[src/rtl/digct_stim_seq.sv]
// Vector sequencer: replays up to DEPTH stored W-bit patterns on VEC, each held HOLD cycles.
// Latency: START/STOP act on the edge that samples them; all outputs are registered.
// Backpressure: none; writes while BUSY are dropped, START while running is ignored.
//
// Ports:
//   CLK, RST (async active-low)
//   WR_EN/WR_ADDR/WR_DATA : pattern write port, honoured only while not BUSY
//   LAST                  : final vector index, captured when a run starts
//   START/STOP/LOOP       : run control (STOP has priority over START)
//   VEC/VEC_VALID/IDX     : current vector, its validity and index
//   BUSY/DONE             : running / non-loop sequence finished (sticky)
module digct_stim_seq #(
  parameter int DEPTH = 32,
  parameter int AW    = 5,
  parameter int W     = 5,
  parameter int HOLD  = 2
) (
  input  logic          CLK,
  input  logic          RST,
  input  logic          WR_EN,
  input  logic [AW-1:0] WR_ADDR,
  input  logic [W-1:0]  WR_DATA,
  input  logic [AW-1:0] LAST,
  input  logic          START,
  input  logic          STOP,
  input  logic          LOOP,
  output logic [W-1:0]  VEC,
  output logic          VEC_VALID,
  output logic [AW-1:0] IDX,
  output logic          BUSY,
  output logic          DONE
);

  localparam int HW = (HOLD > 1) ? $clog2(HOLD) : 1;
  localparam logic [HW-1:0] HOLD_LAST = HW'(HOLD - 1);

  typedef enum logic [1:0] {
    ST_IDLE,
    ST_RUN,
    ST_FIN
  } state_e;

  state_e        state_q;
  logic [W-1:0]  mem_q [DEPTH];
  logic [AW-1:0] last_q;
  logic [AW-1:0] idx_q;
  logic [HW-1:0] hcnt_q;
  logic [W-1:0]  vec_q;
  logic          vld_q;
  logic          busy_q;
  logic          done_q;

  logic          wr_acc_d;
  logic [AW-1:0] idx_inc_d;
  logic [W-1:0]  first_vec_d;

  assign wr_acc_d  = WR_EN && !busy_q;
  assign idx_inc_d = idx_q + 1'b1;
  // A write to entry 0 in the same cycle as START must be visible as the
  // very first vector, so bypass the memory for that case.
  assign first_vec_d = (wr_acc_d && (WR_ADDR == '0)) ? WR_DATA : mem_q[0];

  // Pattern memory is deliberately not reset: contents survive RST.
  always_ff @(posedge CLK) begin
    if (wr_acc_d) begin
      mem_q[WR_ADDR] <= WR_DATA;
    end
  end

  always_ff @(posedge CLK or negedge RST) begin
    if (!RST) begin
      state_q <= ST_IDLE;
      last_q  <= '0;
      idx_q   <= '0;
      hcnt_q  <= '0;
      vec_q   <= '0;
      vld_q   <= 1'b0;
      busy_q  <= 1'b0;
      done_q  <= 1'b0;
    end else if (STOP) begin
      // STOP from any state returns to idle and wins over a coincident START.
      state_q <= ST_IDLE;
      idx_q   <= '0;
      hcnt_q  <= '0;
      vec_q   <= '0;
      vld_q   <= 1'b0;
      busy_q  <= 1'b0;
      done_q  <= 1'b0;
    end else begin
      case (state_q)
        ST_IDLE, ST_FIN: begin
          if (START) begin
            state_q <= ST_RUN;
            last_q  <= LAST;
            idx_q   <= '0;
            hcnt_q  <= '0;
            vec_q   <= first_vec_d;
            vld_q   <= 1'b1;
            busy_q  <= 1'b1;
            done_q  <= 1'b0;
          end
        end
        ST_RUN: begin
          if (hcnt_q != HOLD_LAST) begin
            hcnt_q <= hcnt_q + 1'b1;
          end else begin
            // Final hold cycle of the current index: advance, wrap or finish.
            hcnt_q <= '0;
            if (idx_q < last_q) begin
              idx_q <= idx_inc_d;
              vec_q <= mem_q[idx_inc_d];
            end else if (LOOP) begin
              idx_q <= '0;
              vec_q <= mem_q[0];
            end else begin
              state_q <= ST_FIN;
              vec_q   <= '0;
              vld_q   <= 1'b0;
              busy_q  <= 1'b0;
              done_q  <= 1'b1;
            end
          end
        end
        default: begin
          state_q <= ST_IDLE;
        end
      endcase
    end
  end

  assign VEC       = vec_q;
  assign VEC_VALID = vld_q;
  assign IDX       = idx_q;
  assign BUSY      = busy_q;
  assign DONE      = done_q;

endmodule

[config.mk]
export PLATFORM = sky130hd
export DESIGN_NAME = digct_stim_seq
export DESIGN_NICKNAME = d
export VERILOG_FILES = /design/src/rtl/digct_stim_seq.sv
export SDC_FILE = /design/constraint.sdc
export NUM_CORES = 1
export LEC_CHECK = 0
export CAP_MARGIN = 30
export CORE_MARGIN = 2
export CORE_UTILIZATION = 41
export CTS_BUF_LIST = sky130_fd_sc_hd__clkbuf_4
export CTS_CLUSTER_SIZE = 24
export DETAILED_ROUTE_END_ITERATION = 10
export PLACE_DENSITY = 0.64
export SYNTH_ARGS = -nofsm -noshare
export SYNTH_HDL_FRONTEND = slang
export SYNTH_SLANG_ARGS = --single-unit
[constraint.sdc]
create_clock -name CLK -period 2.7 [get_ports CLK]
set_clock_uncertainty 0.2 [all_clocks]
set_input_delay 0.54 -clock CLK [delete_from_list [all_inputs] [get_ports CLK]]
set_output_delay 0.54 -clock CLK [all_outputs]
set_load 0.03 [all_outputs]
==> results.py <==
metrics = {
    "outcome": {
        "status": "complete, no violations",
    },
    "grt": {
        "grt_start_max_net_pins": 43,
        "grt_overflow": 0,
        "track_usage": 0.180,
        "antenna_found_initial": 0,
        "grt_pass1_vias": 4457,
        "grt_first_pass_wirelength_mm": 26.3,
    },
    "timing": {
        "finalCritPeriodShare": 0.958,
        "tns_ps": 0,
        "grt_setup_unrepaired": "false",
        "hold_viol": 0,
        "min_period_ps": 2590,
        "relSlewSlack": 0.474,
        "tightest_slew_ps": 786,
        "setup_viol": 0,
        "slew_viol_final": 0,
        "fmax_ghz": 0.386,
    },
    "route": {
        "routed_wl_mm": 17.2,
        "drtPass1Iterations": 5,
        "viasPerCell": 5.63,
        "ant_nets": 0,
        "routed-via-count": 4399,
        "dr.first_iter.drc_count": 471,
        "wire_per_inst_um": 22.0,
        "drc": 0,
    },
    "worst_setup_path": {
        "cp.buffers_inverters": 2,
        "cp_data_required_time_ps": 1960,
        "max_stage_delay_ps": 700,
        "critPathMaxFanout": 13,
        "critPathKind": "reg2out",
        "slowest_stage": "clkdlybuf4s50_1",
        "endpoint_kind": "output pin",
        "crit_arrival_ps": 1850,
        "crit_path_start_kind": "flop",
        "crit_path_cell_trace": "buf_4 -> clkdlybuf4s50_1",
        "critPathTopFamily": "buffers and inverters",
    },
    "layout": {
        "fin_util": 0.496,
        "drive_above_1_share": 0.282,
        "final_cell_area_mm2": 0.00899,
        "area_growth_pct": 17.3,
        "fillCellCount": 1524,
        "multi_input_comb_area_mm2": 0.00219,
        "antennaDiodeCount": 0,
        "regArea_mm2": 0.00531,
        "nets": 566,
    },
    "logic_synthesis": {
        "synth_fa_ha_area_frac": 0.00816,
        "synth_top_family_by_area": "multiplexers",
        "synth_top_area_frac": 0.627,
        "syn_inst": 446,
        "synth_cell_types": 58,
        "syn_area_mm2": 0.00766,
        "yosys.area.top_type": "edfxtp_1",
        "synthSimpleGateAreaFrac": 0.0851,
        "muxShareOfSynthArea": 0.132,
        "syn_nets": 472,
        "synth-edff-count": 160,
        "post_synth_xor_area_fraction": 0.00457,
        "synth-main-ff-cell": "edfxtp_1",
        "synth.yosys.seq_area_share": 0.692,
        "avgSynthCellArea_um2": 17.2,
        "synth_area_leaders": "edfxtp_1 63%, mux4_2 12%, dfrtp_1 6.5%",
        "synth.ff_latch_count": 180,
        "async_reset_ff_frac": 0.111,
        "synth-compound-area-share": 0.0544,
        "yosys_warnings": 0,
    },
    "flow_run": {
        "cap_violations": 0,
    },
    "die": {
        "row_count": 49,
        "fp.dieW_um": 141,
        "die_y_um": 141,
        "fp.coreArea_mm2": 0.0181,
        "io_pins": 34,
        "start_util": 0.422,
        "die_area_mm2": 0.0198,
    },
    "clock_network": {
        "cts_buffers": 17,
        "cts.clk_slew.worst_paths_ps": 150,
        "clock_latency_ps": 570,
        "cts_hold_buf": 0,
        "clock_sinks": 180,
        "cts_root_buffer": "clkbuf_4",
        "clockBufferDepth": 2,
        "h-tree-depth": 4,
        "cts_tree": "done",
    },
    "placement": {
        "portBuffers": 33,
        "dpl-instance-area_mm2": 0.00866,
        "hpwl_mm": 11.9,
        "gp_congestion": 0.853,
    },
    "power": {
        "leakage_uw": 0.00303,
        "ir_drop_uv": 350,
        "p_per_area_mw_per_mm2": 606,
    },
    "worst_hold_path": {
        "min_path_type": "in2async",
    },
}
kinds of logic (layout without fill, tap and decap cells):
family                   Yosys count  in the layout
AND/OR/NAND/NOR                  120            120
adder cells (fa/ha/maj)            5              5
buffers and inverters             28            135
flip-flops                       180            180
AO/OA/AOI/OAI                     58             58
multiplexers                      51             51
XOR/XNOR                           4              4
synthesized netlist by cell type, types with 4 or more instances:
| cell | instances |
|---|---|
| clkbuf_1 | 6 |
| inv_1 | 5 |
| o22a_1 | 4 |
| nand2b_1 | 6 |
| dfrtp_1 | 20 |
| nand2_1 | 31 |
| nor2b_1 | 5 |
| buf_2 | 6 |
| buf_4 | 6 |
| ha_1 | 5 |
| o21ai_0 | 13 |
| edfxtp_1 | 160 |
| a21oi_1 | 8 |
| mux2i_1 | 8 |
| nand3b_1 | 6 |
| nor2_1 | 43 |
| o22ai_1 | 6 |
| mux4_2 | 40 |
| nand3_1 | 6 |
layout make-up:
| class | count | area share |
|---|---|---|
| Clock buffer | 18 | 0.0150 |
| Clock inverter | 14 | 0.0218 |
| Inverter | 5 | 0.00209 |
| Multi-Input combinational cell | 238 | 0.243 |
| Sequential cell | 180 | 0.590 |
| Tap cell | 229 | 0.0319 |
| Timing Repair Buffer | 98 | 0.0956 |
layout by cell type (no fill, tap or decap), drive strengths merged, types with 3 or more instances in the layout:
cell	count
o21ai	13
o22ai	6
nor2	44
nand3	6
nor2b	5
nand3b	6
inv	10
nand4b	3
or3b	3
mux4	40
a21oi	8
mux2	3
mux2i	8
clkbuf	18
a21o	3
nand2	31
clkdlybuf4s50	30
bufinv	4
ha	5
xnor2	3
a221oi	4
nand2b	6
a32oi	3
o22a	4
edfxtp	160
buf	65
dfrtp	20
clkinv	3
metrics by stage:
stage	cells	hold WS, ps	worst slack [ps]	total power, uW
2_1_floorplan	446	44.4	158	3560
3_3_place_gp	750	302	-6.91	3810
3_5_place_dp	750	318	-63.7	3830
4_1_cts	782	68.1	41.5	5500
5_1_grt	782	70.1	11.9	5640
6_report	782	92.6	113	5450
report_power, final:
| part | total, uW | switching, uW | internal, uW |
|---|---|---|---|
| Combinational | 652 | 356 | 296 |
| Sequential | 3110 | 28.4 | 3080 |
| Clock | 1700 | 938 | 758 |
| Total | 5450 | 1320 | 4130 |
what timing repair did:
action	4_1_cts	5_1_grt
resized for setup	1	3
endpoints found under the hold margin	0	0
setup buffers	0	0
endpoints found under the setup margin	1	3
path summary, 6_finish.rpt:
kind                              start         to  slack, ps  cells after the start
worst min-delay path                RST     IDX[3]         90                      2
worst max register to register   IDX[0]     VEC[0]        120                      7
worst max-delay path             IDX[2]     IDX[2]        110                      2
max in group asynchronous           RST     IDX[0]       1960                      2
worst min register to register     DONE       DONE        340                      2
min in group CLK                LAST[4]  last_q[4]        310                      3
per-layer routing:
layer	vias up	share of wire	global-route usage
met5	-	0	0
met4	0	0.017	0.0595
met3	25	0.043	0.0350
met2	109	0.48	0.288
met1	2293	0.46	0.251
li1	1972	-	-
registers in the layout (all words and copies together) (netlist names):
register  cells
BUSY          1
DONE          1
IDX           5
VEC           5
hcnt_q        1
last_q        5
mem_q       160
state_q       2
No activity file was read; power rests on OpenSTA's default activity.
